File: config.mk
export PLATFORM = sky130hd
export DESIGN_NAME = global_stream_mux
export DESIGN_NICKNAME = d
export VERILOG_FILES = /design/src/rtl/global_stream_mux.sv
export SDC_FILE = /design/constraint.sdc
export NUM_CORES = 1
export LEC_CHECK = 0
export CAP_MARGIN = 0
export CORE_MARGIN = 5
export CORE_UTILIZATION = 36
export DETAILED_ROUTE_END_ITERATION = 8
export PLACE_DENSITY = 0.88
export SLEW_MARGIN = 20
export SYNTH_ARGS = -nofsm -noshare
export SYNTH_HDL_FRONTEND = slang
export SYNTH_SLANG_ARGS = --single-unit
File: constraint.sdc
create_clock -name clk -period 3.6 [get_ports clk]
set_clock_uncertainty 0.05 [all_clocks]
set_input_delay 0.9 -clock clk [delete_from_list [all_inputs] [get_ports clk]]
set_output_delay 0.9 -clock clk [all_outputs]
set_load 0.02 [all_outputs]
File: src/rtl/global_stream_mux.sv
// N-channel stream multiplexer with a registered output stage.
// The channel is chosen by an explicit select (mode 0) or by round-robin arbitration (mode 1).
module global_stream_mux #(
    parameter int unsigned BITS     = 31,
    parameter int unsigned CHANNELS = 4,
    parameter int unsigned SELW     = 2
) (
    input  logic                         clk,
    input  logic                         rst_n,
    input  logic                         mode,
    input  logic [SELW-1:0]              sel,
    input  logic [CHANNELS-1:0]          in_valid,
    input  logic [(BITS+1)*CHANNELS-1:0] in_data,
    output logic [CHANNELS-1:0]          in_ready,
    output logic                         out_valid,
    output logic [BITS:0]                out_data,
    output logic [SELW-1:0]              out_src,
    input  logic                         out_ready,
    output logic                         sel_err
);

    localparam int unsigned DW = BITS + 1;

    logic                r_out_valid;
    logic [DW-1:0]       r_out_data;
    logic [SELW-1:0]     r_out_src;
    logic                r_sel_err;
    logic [SELW-1:0]     r_last;

    logic                w_load_en;
    logic                w_sel_oob;
    logic                w_grant_vld;
    logic [SELW-1:0]     w_grant;
    logic [CHANNELS-1:0] w_ready;
    logic                w_xfer;
    logic [DW-1:0]       w_data;
    logic [CHANNELS-1:0] w_valid_rot;
    int unsigned         w_idx;

    // The output register can accept a word when empty or draining this cycle
    assign w_load_en = !r_out_valid || out_ready;
    assign w_sel_oob = (32'(sel) >= CHANNELS);

    // Grant selection: explicit select, or first valid channel after the last winner
    always_comb begin
        w_grant_vld = 1'b0;
        w_grant     = '0;
        w_idx       = 0;
        w_valid_rot = '0;
        if (!mode) begin
            if (!w_sel_oob) begin
                w_grant_vld = 1'b1;
                w_grant     = sel;
            end
        end else begin
            for (int unsigned i = 1; i <= CHANNELS; i++) begin
                w_idx       = (32'(r_last) + i) % CHANNELS;
                w_valid_rot = in_valid >> w_idx;
                if (!w_grant_vld && w_valid_rot[0]) begin
                    w_grant_vld = 1'b1;
                    w_grant     = SELW'(w_idx);
                end
            end
        end
    end

    // One-hot ready to the granted channel, data mux and transfer detect
    always_comb begin
        w_ready = '0;
        if (w_grant_vld) begin
            w_ready = CHANNELS'(w_load_en) << w_grant;
        end
        w_xfer = |(w_ready & in_valid);
        w_data = DW'(in_data >> (32'(w_grant) * DW));
    end

    // Output register, round-robin pointer and select-error flag
    always_ff @(posedge clk or negedge rst_n) begin
        if (!rst_n) begin
            r_out_valid <= 1'b0;
            r_out_data  <= '0;
            r_out_src   <= '0;
            r_sel_err   <= 1'b0;
            r_last      <= SELW'(CHANNELS - 1);
        end else begin
            r_sel_err <= !mode && w_sel_oob;
            if (w_load_en) begin
                r_out_valid <= w_xfer;
                if (w_xfer) begin
                    r_out_data <= w_data;
                    r_out_src  <= w_grant;
                    if (mode) begin
                        r_last <= w_grant;
                    end
                end
            end
        end
    end

    assign in_ready  = w_ready;
    assign out_valid = r_out_valid;
    assign out_data  = r_out_data;
    assign out_src   = r_out_src;
    assign sel_err   = r_sel_err;

endmodule
==> run summary <==
The flow ran to the end, and the final reports show no timing, DRC or antenna violations. The count of antenna-violating nets left after detailed routing is 0, and the fraction of final layout cells with drive strength greater than 1 is 11.9%. The final layout contains 633 nets. Slew at the pin with the worst max-slew slack: 0.813 ns.

Detailed routing inserted a total of 3144 vias. The leakage power figure was 0.00192 uW. The sequential area share after synthesis is 35.2%.

The number of antenna diodes in the final layout is 0. The run gives 0 as the number of warnings printed during yosys synthesis. Summed over all nets, the half-perimeter wirelength after detailed placement is 7470 um. The number of H-tree levels was 2. STA classifies the critical path startpoint as an input pin. For the instance count after placement with tap cells included, the log shows 587. Cell internal power was estimated by the tool at 1780 uW. The total overflow left after global routing is 0. In this run the power density over the cells is 628 nW/um2. Final hold violation count: 0. Setup violations remaining at the end of the flow were counted as 0. Instance count along the most critical hold path: 1. The worst register-to-register path begins at r_last[1]. In the routed layout, each cell is associated on average with a via count of 5.28.

Routability-driven placement finished with a final weighted congestion of 0.917. During I/O placement, the number of pins put on the boundary was 178. The first routing iteration left 101 violations.

For the number of instances in the synthesized netlist, the log shows 317. The number of hold buffers added after CTS came out at 0. The clock passes through at most 2 buffers. The worst path uses 95.6% of the clock period. The die covers 9150 um2. Counting every net in the synthesized netlist gives 455. In this run the worst path has a maximum fanout of 5. The synthesized design contains 0 enable-type register cells. The run gives 0.159 ns as the setup slack of the critical path after layout.

The most used flip-flop cell after synthesis is sky130_fd_sc_hd__dfrtp_1. The per-instance average area after synthesis was 8.33 um2. The beginning of the worst hold path is out_src[0]. The capturing point of the worst reg2reg path was out_data[19].

The total of buffers placed on input and output ports was 176; the cell depth of the worst flop-to-flop path was 8. TritonCTS created 5 clock buffers. Entering global routing, the biggest net connects 41 pins.

The logs give -0.221 ns for the minimum setup slack after placement and 37 for the TritonCTS sink count. The first-pass detailed-route iteration total was 6. In this run the power spent charging and discharging nets is 1170 uW. Once the floorplan was initialized, standard cells occupied 36.6% of the core. The clock reaches the later pin of the worst-skew pair after 0.28 ns.

The total area inside the core boundary comes to 7210 um2. The most critical setup path has its startpoint at mode. The routed design has 9470 um of wire. The path class of the tightest hold or removal check is reg -> reg. The switching share of total power is 39.7%, and the clock network power share is 12.4%. The cell sitting at the root of the clock tree is a sky130_fd_sc_hd__clkbuf_8. TritonCTS built the clock tree.

The run gives 0.89 ns as the worst reg-to-reg setup slack. After detailed routing, the number of remaining DRC violations is 0. The overall die height was 95.6 um. The run gives 3154 as the number of global-route vias before repair. In the final routed layout, each cell accounts on average for 15.9 um.

The tools report the number of different library cells in the post-synthesis netlist as 39. The final period demand of the worst path came out at 3.44 ns. Timing would allow up to 0.291 GHz. Setup repair after global routing left no endpoint under its margin. Classification of the worst setup path: in -> out. The area overhead of the layout relative to synthesis is 78.3%, and the wire length of the first global-routing pass is 14200 um. Measured along the x axis, the die boundary spans 95.6 um.

The buffers inserted during post-CTS setup optimization was 0; the clock transition at the register clock pins on the worst setup and hold paths after CTS was 0.07 ns. The total power is 2960 uW. Worst min-delay path endpoint: out_src[0]. For the final-report max-slew violation count, the log shows 0.

The worst setup path is captured at an output port. Per report_power, the combinational group accounts for 61.4% of the total. The number of cell rows is 31, and the non-filler instance count after layout is 595. Across the run, the number of max-cap violations was 0. The worst-case vdd ir drop is 0.382 mV. The logs give 0 for the number of antenna violations at the first check in global routing and 2.65 ns for the critical path required time. The tools report the total track usage as 19.3%. Summing every instance area after synthesis gives 2640 um2.

Of all flip-flops after synthesis, the portion carrying an async set or reset was 100%. Headroom to the max-slew limit came out at 45.8%. The number of register bits inferred by synthesis came out at 37. The proportion of power drawn by flip-flops and latches was 26.2%. STA puts the critical path data arrival time at 2.49 ns.
## synth_stat cells, types with 2 or more instances
cell	count	area, um2
sky130_fd_sc_hd__nand2_1	102	383
sky130_fd_sc_hd__dfrtp_1	35	876
sky130_fd_sc_hd__a21oi_1	34	170
sky130_fd_sc_hd__a32oi_1	32	280
sky130_fd_sc_hd__mux2_1	19	214
sky130_fd_sc_hd__buf_2	14	70.1
sky130_fd_sc_hd__mux2_2	13	146
sky130_fd_sc_hd__clkbuf_1	11	41.3
sky130_fd_sc_hd__mux2i_1	4	40.0
sky130_fd_sc_hd__nand2b_1	4	25.0
sky130_fd_sc_hd__nor2_1	4	15.0
sky130_fd_sc_hd__buf_4	3	22.5
sky130_fd_sc_hd__inv_1	3	11.3
sky130_fd_sc_hd__nor2b_1	3	18.8
sky130_fd_sc_hd__o21ai_0	3	15.0
sky130_fd_sc_hd__a211o_1	2	17.5
sky130_fd_sc_hd__a21boi_0	2	15.0
sky130_fd_sc_hd__and3_1	2	12.5
sky130_fd_sc_hd__dfstp_2	2	52.6
sky130_fd_sc_hd__nand3_1	2	10.0
sky130_fd_sc_hd__nand4_1	2	12.5
sky130_fd_sc_hd__nand4b_1	2	17.5
sky130_fd_sc_hd__o211ai_1	2	15.0
sky130_fd_sc_hd__or2_2	2	12.5
## final cells by class
| cell class | instances | area (um2) |
|---|---|---|
| flip-flops and latches | 37 | 928 |
| repair buffers | 200 | 1970 |
| clock inverters | 1 | 30.0 |
| multi-input cells | 248 | 1560 |
| fillers | 579 | 2510 |
| well taps | 99 | 124 |
| clock buffers | 7 | 86.3 |
| inverters | 3 | 11.3 |
## per-stage QoR
| step | hold WS [ns] | TNS [ns] | utilization, % | instance area [um2] |
|---|---|---|---|---|
| finish | 0.433 | 0 | 65.2 | 4710 |
| floorplan | 0.545 | 0 | - | 2640 |
| detailed placement | 0.419 | -0.788 | 63.8 | 4600 |
| global route | 0.460 | 0 | 65.2 | 4710 |
| CTS | 0.436 | 0 | 65.3 | 4710 |
| global placement | 0.411 | -0.529 | 63.8 | 4600 |
## routing by layer
layer | up-vias | track usage [%] | wire, um
li1 | 1488 | - | -
met1 | 1483 | 20.2 | 3450
met2 | 151 | 36.8 | 4900
met3 | 22 | 6.16 | 967
met4 | 0 | 4.86 | 150
met5 | - | 0 | 0
## timing repair
action                     in CTS  in global routing
resized for setup               5                  6
setup endpoints to repair       4                  4
hold endpoints to repair        0                  0
## sequential cells by signal, indices dropped and copies added (netlist names)
signal / cells
out_data: 32
out_src: 2
r_last: 2
out_valid: 1
## power groups by stage
stage / clock (uW) / sequential, uW / combinational, uW
4_1_cts: 379 / 774 / 1830
2_1_floorplan: 0 / 995 / 779
3_5_place_dp: 0 / 781 / 1830
6_report: 367 / 774 / 1820
3_3_place_gp: 0 / 765 / 1790
5_1_grt: 395 / 802 / 1940
## cells in the final DEF, fill, tap and decap left out, types with 3 or more instances in the layout
master                            Yosys  final
sky130_fd_sc_hd__clkbuf_8             0      6
sky130_fd_sc_hd__buf_12               0      3
sky130_fd_sc_hd__nand2_1            102    102
sky130_fd_sc_hd__mux2_1              19     19
sky130_fd_sc_hd__a32oi_1             32     32
sky130_fd_sc_hd__mux2i_1              4      4
sky130_fd_sc_hd__nor2b_1              3      3
sky130_fd_sc_hd__o21ai_0              3      3
sky130_fd_sc_hd__nand2b_1             4      4
sky130_fd_sc_hd__clkdlybuf4s50_1      0    168
sky130_fd_sc_hd__buf_4                3     21
sky130_fd_sc_hd__dfrtp_1             35     35
sky130_fd_sc_hd__dlygate4sd2_1        0      3
sky130_fd_sc_hd__mux2_2              13     13
sky130_fd_sc_hd__inv_1                3      3
sky130_fd_sc_hd__nor2_1               4      4
sky130_fd_sc_hd__a21oi_1             34     34
## logic make-up after synthesis
logic type	share of synthesized area, %
compound gates	23.5
flops	35.2
other cells	0.142
buf+inv	5.92
simple gates	19.8
mux	15.2
xor+xnor	0.332
## worst max-delay path by stage
| stage | end | slack (ns) | depth (start not counted) |
|---|---|---|---|
| after CTS | in_ready[0] | 0.04 | 7 |
| after detailed placement | in_ready[0] | -0.22 | 7 |
| after global routing | in_ready[3] | 0.07 | 7 |
| after global placement | in_ready[2] | -0.15 | 6 |
| after floorplan | in_ready[3] | 0.31 | 8 |
| final | in_ready[2] | 0.16 | 6 |
## critical path: stages
cell and delay (ns):
sky130_fd_sc_hd__clkdlybuf4s50_1 0.56, sky130_fd_sc_hd__inv_1 0.10, sky130_fd_sc_hd__a211o_1 0.25, sky130_fd_sc_hd__and3_2 0.20, sky130_fd_sc_hd__and3_1 0.16, sky130_fd_sc_hd__dlygate4sd2_1 0.32
Power figures use the tool's default switching activity.
